`src/rtl/mem_stage.sv`:
```
// mem_stage: data-memory access stage; issues loads/stores, stalls while the bus is busy, aligns load data.
// Ports: clk, rst_n (sync, active-low); in (ex_mem_t); stall; out (mem_wb_t, registered); readdata (registered);
//        dmem_req/we/addr/be/wdata, dmem_rdata/ready (data bus); misaligned, bus_err (registered pulses).
// Optional: define MEM_STAGE_TIMEOUT_EN to abort accesses after TIMEOUT_CYCLES wait cycles.
package mem_stage_pkg;
  typedef struct packed {
    logic        valid;
    logic [31:0] aluresult;
    logic [31:0] writedata;
    logic [4:0]  rd;
    logic        regwrite;
    logic [1:0]  resultsrc;
    logic        memread;
    logic        memwrite;
    logic [2:0]  funct3;
    logic [31:0] pcplus4;
  } ex_mem_t;
  typedef struct packed {
    logic        valid;
    logic [31:0] aluresult;
    logic [4:0]  rd;
    logic        regwrite;
    logic [1:0]  resultsrc;
    logic [31:0] pcplus4;
  } mem_wb_t;
endpackage

module mem_stage import mem_stage_pkg::*; #(
  parameter int TIMEOUT_CYCLES = 16
) (
  input  logic        clk,
  input  logic        rst_n,
  input  ex_mem_t     in,
  output logic        stall,
  output mem_wb_t     out,
  output logic [31:0] readdata,
  output logic        dmem_req,
  output logic        dmem_we,
  output logic [31:0] dmem_addr,
  output logic [3:0]  dmem_be,
  output logic [31:0] dmem_wdata,
  input  logic [31:0] dmem_rdata,
  input  logic        dmem_ready,
  output logic        misaligned,
  output logic        bus_err
);
  typedef enum logic {IDLE, WAIT} state_t;
  if (TIMEOUT_CYCLES < 1) begin : g_bad_timeout
    $error("TIMEOUT_CYCLES must be at least 1");
  end
  state_t      r_state, w_next;
  ex_mem_t     r_lat, w_cur;
  logic        w_wait, w_mem, w_aligned, w_access, w_mis, w_timeout;
  logic [1:0]  w_off;
  logic [7:0]  w_b;
  logic [15:0] w_h;
  logic [31:0] w_load;
  // In WAIT the stage works from the latched instruction so the bus sees stable values.
  always_comb begin
    w_wait    = r_state == WAIT;
    w_cur     = w_wait ? r_lat : in;
    w_off     = w_cur.aluresult[1:0];
    w_mem     = rst_n & w_cur.valid & (w_cur.memread | w_cur.memwrite);
    w_aligned = w_cur.funct3[1:0] == 2'b10 ? w_off == 2'b00 :
                w_cur.funct3[1:0] == 2'b01 ? ~w_off[0] : 1'b1;
    w_access  = w_mem & w_aligned;
    w_mis     = w_mem & ~w_aligned;
    dmem_req  = w_access & ~w_timeout;
    stall     = dmem_req & ~dmem_ready;
    w_next    = stall ? WAIT : IDLE;
    dmem_we   = dmem_req & w_cur.memwrite;
    dmem_addr = {w_cur.aluresult[31:2], 2'b00};
    dmem_be   = w_cur.funct3[1:0] == 2'b00 ? 4'b0001 << w_off :
                w_cur.funct3[1:0] == 2'b01 ? 4'b0011 << w_off : 4'b1111;
    dmem_wdata = w_cur.funct3[1:0] == 2'b00 ? {4{w_cur.writedata[7:0]}} :
                 w_cur.funct3[1:0] == 2'b01 ? {2{w_cur.writedata[15:0]}} : w_cur.writedata;
    w_b = dmem_rdata[{w_off, 3'b000} +: 8];
    w_h = dmem_rdata[{w_off[1], 4'b0000} +: 16];
    case (w_cur.funct3)
      3'b000:  w_load = {{24{w_b[7]}}, w_b};
      3'b001:  w_load = {{16{w_h[15]}}, w_h};
      3'b010:  w_load = dmem_rdata;
      3'b100:  w_load = {24'd0, w_b};
      3'b101:  w_load = {16'd0, w_h};
      default: w_load = '0;
    endcase
  end
  always_ff @(posedge clk)
    if (!rst_n) begin
      r_state    <= IDLE;
      r_lat      <= '0;
      out        <= '0;
      readdata   <= '0;
      misaligned <= 1'b0;
    end else begin
      r_state    <= w_next;
      if (!w_wait) r_lat <= in;
      misaligned <= w_mis;
      if (stall) begin
        out      <= '0;
        readdata <= '0;
      end else begin
        out      <= '{w_cur.valid, w_cur.aluresult, w_cur.rd, w_cur.regwrite & ~w_mis & ~w_timeout,
                      w_cur.resultsrc, w_cur.pcplus4};
        readdata <= w_access & w_cur.memread & ~w_timeout ? w_load : '0;
      end
    end
`ifdef MEM_STAGE_TIMEOUT_EN
  localparam int CW = $clog2(TIMEOUT_CYCLES + 1);
  logic [CW-1:0] r_cnt;
  // r_cnt counts completed WAIT cycles; abort once the full budget has elapsed without ready.
  assign w_timeout = w_wait & ~dmem_ready & (r_cnt == CW'(TIMEOUT_CYCLES));
  always_ff @(posedge clk)
    if (!rst_n) begin
      r_cnt   <= '0;
      bus_err <= 1'b0;
    end else begin
      r_cnt   <= w_wait ? r_cnt + 1'b1 : '0;
      bus_err <= w_timeout;
    end
`else
  assign w_timeout = 1'b0;
  assign bus_err   = 1'b0;
`endif
endmodule

```
`config.mk`:
```
export PLATFORM = sky130hd
export DESIGN_NAME = mem_stage
export DESIGN_NICKNAME = d
export VERILOG_FILES = /design/src/rtl/mem_stage.sv
export SDC_FILE = /design/constraint.sdc
export NUM_CORES = 1
export LEC_CHECK = 0
export ABC_AREA = 1
export CORE_AREA = 10 10 116 196
export DETAILED_ROUTE_END_ITERATION = 8
export DIE_AREA = 0 0 126 206
export GPL_TIMING_DRIVEN = 0
export PLACE_DENSITY = 0.79
export SETUP_SLACK_MARGIN = 0.3
export SYNTH_ARGS = -nofsm -noshare
export SYNTH_HDL_FRONTEND = slang
export SYNTH_SLANG_ARGS = --single-unit
```
`constraint.sdc`:
```
create_clock -name clk -period 2.33 [get_ports clk]
set_input_delay 0.466 -clock clk [delete_from_list [all_inputs] [get_ports clk]]
set_output_delay 0.466 -clock clk [all_outputs]
set_load 0.005 [all_outputs]
```
==> flow_summary.ini <==
[worst_setup_path]
worstPathRequired_ns = 2.77
start_kind = register
cp.arrival_ns = 2.97
critPathMaxFanout = 10
crit_family = buffers and inverters
crit_path_top_delay_cell = dfxtp_4
path_buf_inv = 14
cpMostUsedCell = buf_6
crit_chain = buf_8 > clkbuf_4 > o21ai_4 > buf_4 > buf_6 > buf_6 > buf_6 > buf_6 > buf_6 > buf_6 > buf_6 > buf_6 > buf_6 > buf_6 > buf_6 > nor2_2
slowest_delay_ns = 0.40
end_kind = register
r2r_slack_ns = -0.20
critPathKind = register to register

[sta]
period_needed_ns = 2.53
drv_slew = 0
tightest_slew_ns = 0.900
setup_viol = 79
grt_setup_unrepaired = true
max-slew-margin-rel = 0.400
fin_crit_sh = 1.09
finalSetupTns_ns = -7.39
fin_worst_skew_ns = 0.0113
setup_ws_ns = -0.199
fmax_ghz = 0.395
finalHoldViolations = 0

[synthesis]
ys_types = 31
synth-xor-area-share = 0
syn_area_sq_um = 8400
ys_seq_area_frac = 0.517
synth_mux_area_frac = 0.0691
avgSynthCellArea_sq_um = 8.27
syn_inst = 1016
synth_fa_ha_area_frac = 0.00596
synth_compound_area_frac = 0.0709
synth_top_family_by_area = simple AND/OR/NAND/NOR gates
yosysWarningCount = 0
ys_ff_latch = 217
synthSimpleGateAreaFrac = 0.226

[clock_tree]
cts_root_buffer = clkbuf_16
cts.sinks = 217
path_clk_slew_ns = 0.07
clockBufferDepth = 3
worstSkewPairLatency_ns = 0.50
cts_buffers = 20
htreeDepth = 1
cts_tree = built
postCtsHoldBufs = 0

[grt]
track_usage = 0.278
grt_max_degree = 17
gr-total-overflow = 0
grt_antenna_before_repair = 6
grt_pass1_wl_microns = 56400
grt_pass1_vias = 9500

[drt]
avgRoutedWirePerCell_microns = 23.3
drt_iter0_drc = 686
ant_nets = 0
routed_wl_microns = 43000
avgViaCountPerCell = 5.09
vias = 9390
first_pass_iters = 5
drc_errors = 0

[power_and_ir_drop]
p_sw_mw = 2.79
switching_share = 0.275
combPwrFrac = 0.274
p_int_mw = 7.39
totalPowerFinal_mw = 10.2
p_clk_frac = 0.330
ir_drop_uv = 570
pwr-share-seq = 0.396
powerDensity_nw_per_um2 = 627
p_leak_nw = 7.19

[floorplan]
num_rows = 68
core-area_sq_um = 19600
start_util = 0.429
die-width_microns = 126
ios = 323
dieHeight_microns = 206
die_area_sq_um = 26000

[placed_design]
place_congestion = 0.919
place_area_sq_um = 11900
dpl.hpwl_microns = 23000
port_buffers = 319

[finish]
postLayoutCellArea_sq_um = 16200
final_cell_mix = clkdlybuf4s50_1, nor2_1, dfxtp_1
layout_commonest_cell = clkdlybuf4s50_1
area_growth_pct = 93.3
nNetsFinal = 1728
drive_gt1_frac = 0.388

[hold_path]
holdCritPathClass = register to register

[status]
violations = negative setup slack
status = finished with violations

[job]
maxCapViolations = 0
[worst register-to-register path, cell delays in order (launching register included)]
cell and delay (ns):
dfxtp_4 0.40, buf_8 0.15, clkbuf_4 0.37, o21ai_4 0.14, buf_4 0.16, buf_6 0.11
buf_6 0.10, buf_6 0.10, buf_6 0.10, buf_6 0.11, buf_6 0.10, buf_6 0.10
buf_6 0.10, buf_6 0.11, buf_6 0.11, buf_6 0.11, nor2_2 0.10
[power groups by stage]
stage               logic, mW  registers (mW)  clock network [mW]
floorplan               0.723            4.08                   0
global placement         1.64            4.07                   0
detailed placement       1.66            4.07                   0
CTS                      2.37            4.00                3.31
global route             2.93            4.04                3.51
finish                   2.79            4.03                3.36
[sequential cells by signal (all words and copies together) (netlist names)]
name / cells
misaligned: 1
out: 73
r_state: 1
readdata: 32
r_lat: 110
[metal layers]
metal,up-vias,GRT usage,routed length (microns),part of all wire
li1,4248,-,-,-
met1,4448,0.260,13700,0.32
met2,504,0.541,23400,0.54
met3,190,0.0598,2740,0.064
met4,0,0.155,3160,0.073
met5,-,0,0,0
[synthesized netlist by cell type, drive strengths merged]
cell type  count  area [sq um]
a21oi         25           129
buf           70           516
clkbuf        23          86.3
conb           1          3.75
dfxtp        217          4340
ha             4          50.1
inv           88           330
mux2i         58           581
nand2        115           462
nand3         12          77.6
nand4          7          43.8
nor2         270          1040
nor3           1          5.00
o211ai         5          37.5
o21a          11          82.6
o21ai         61           305
o221ai         3          26.3
o22a           1          8.76
o22ai          1          6.26
or2           43           269
[area by class of cell]
| class | count | area (sq um) |
|---|---|---|
| multi-input combinational | 620 | 4140 |
| timing repair buffer | 539 | 5320 |
| buffer | 93 | 1090 |
| fill | 1058 | 3330 |
| clock buffer | 29 | 596 |
| sequential | 217 | 4350 |
| antenna | 7 | 17.5 |
| inverter | 88 | 363 |
| clock inverter | 5 | 53.8 |
| tap | 245 | 307 |
[through the flow]
| step | util | instances | setup slack, ns | hold WS (ns) |
|---|---|---|---|---|
| 2_1_floorplan | - | 1018 | 0.321 | 0.454 |
| 3_3_place_gp | 0.609 | 1582 | -0.856 | 0.465 |
| 3_5_place_dp | 0.609 | 1582 | -0.875 | 0.478 |
| 4_1_cts | 0.781 | 1799 | -0.177 | 0.499 |
| 5_1_grt | 0.830 | 1842 | -0.256 | 0.513 |
| 6_report | 0.830 | 1843 | -0.199 | 0.498 |
[path summary, 6_finish.rpt]
check	startpoint	endpoint	cells after the start
worst min register to register	r_lat[9]	r_lat[9]	2
worst max register to register	r_state	out[64]	16
worst max-delay path	r_state	out[64]	16
worst min-delay path	r_lat[9]	r_lat[9]	2
[cell families after synthesis]
family / count (synthesis)
buffers and inverters: 181
DFF: 217
AOI/OAI and AO/OA: 107
muxes: 58
adders and majority gates: 4
other: 1
and+or+nand+nor: 448
[repair_timing]
action	in CTS	in global routing
pin swaps	28	30
endpoints found under the setup margin	211	116
setup buffers	177	36
gates cloned	6	1
gates resized for setup	725	174
No activity file was read; power rests on OpenSTA's default activity.
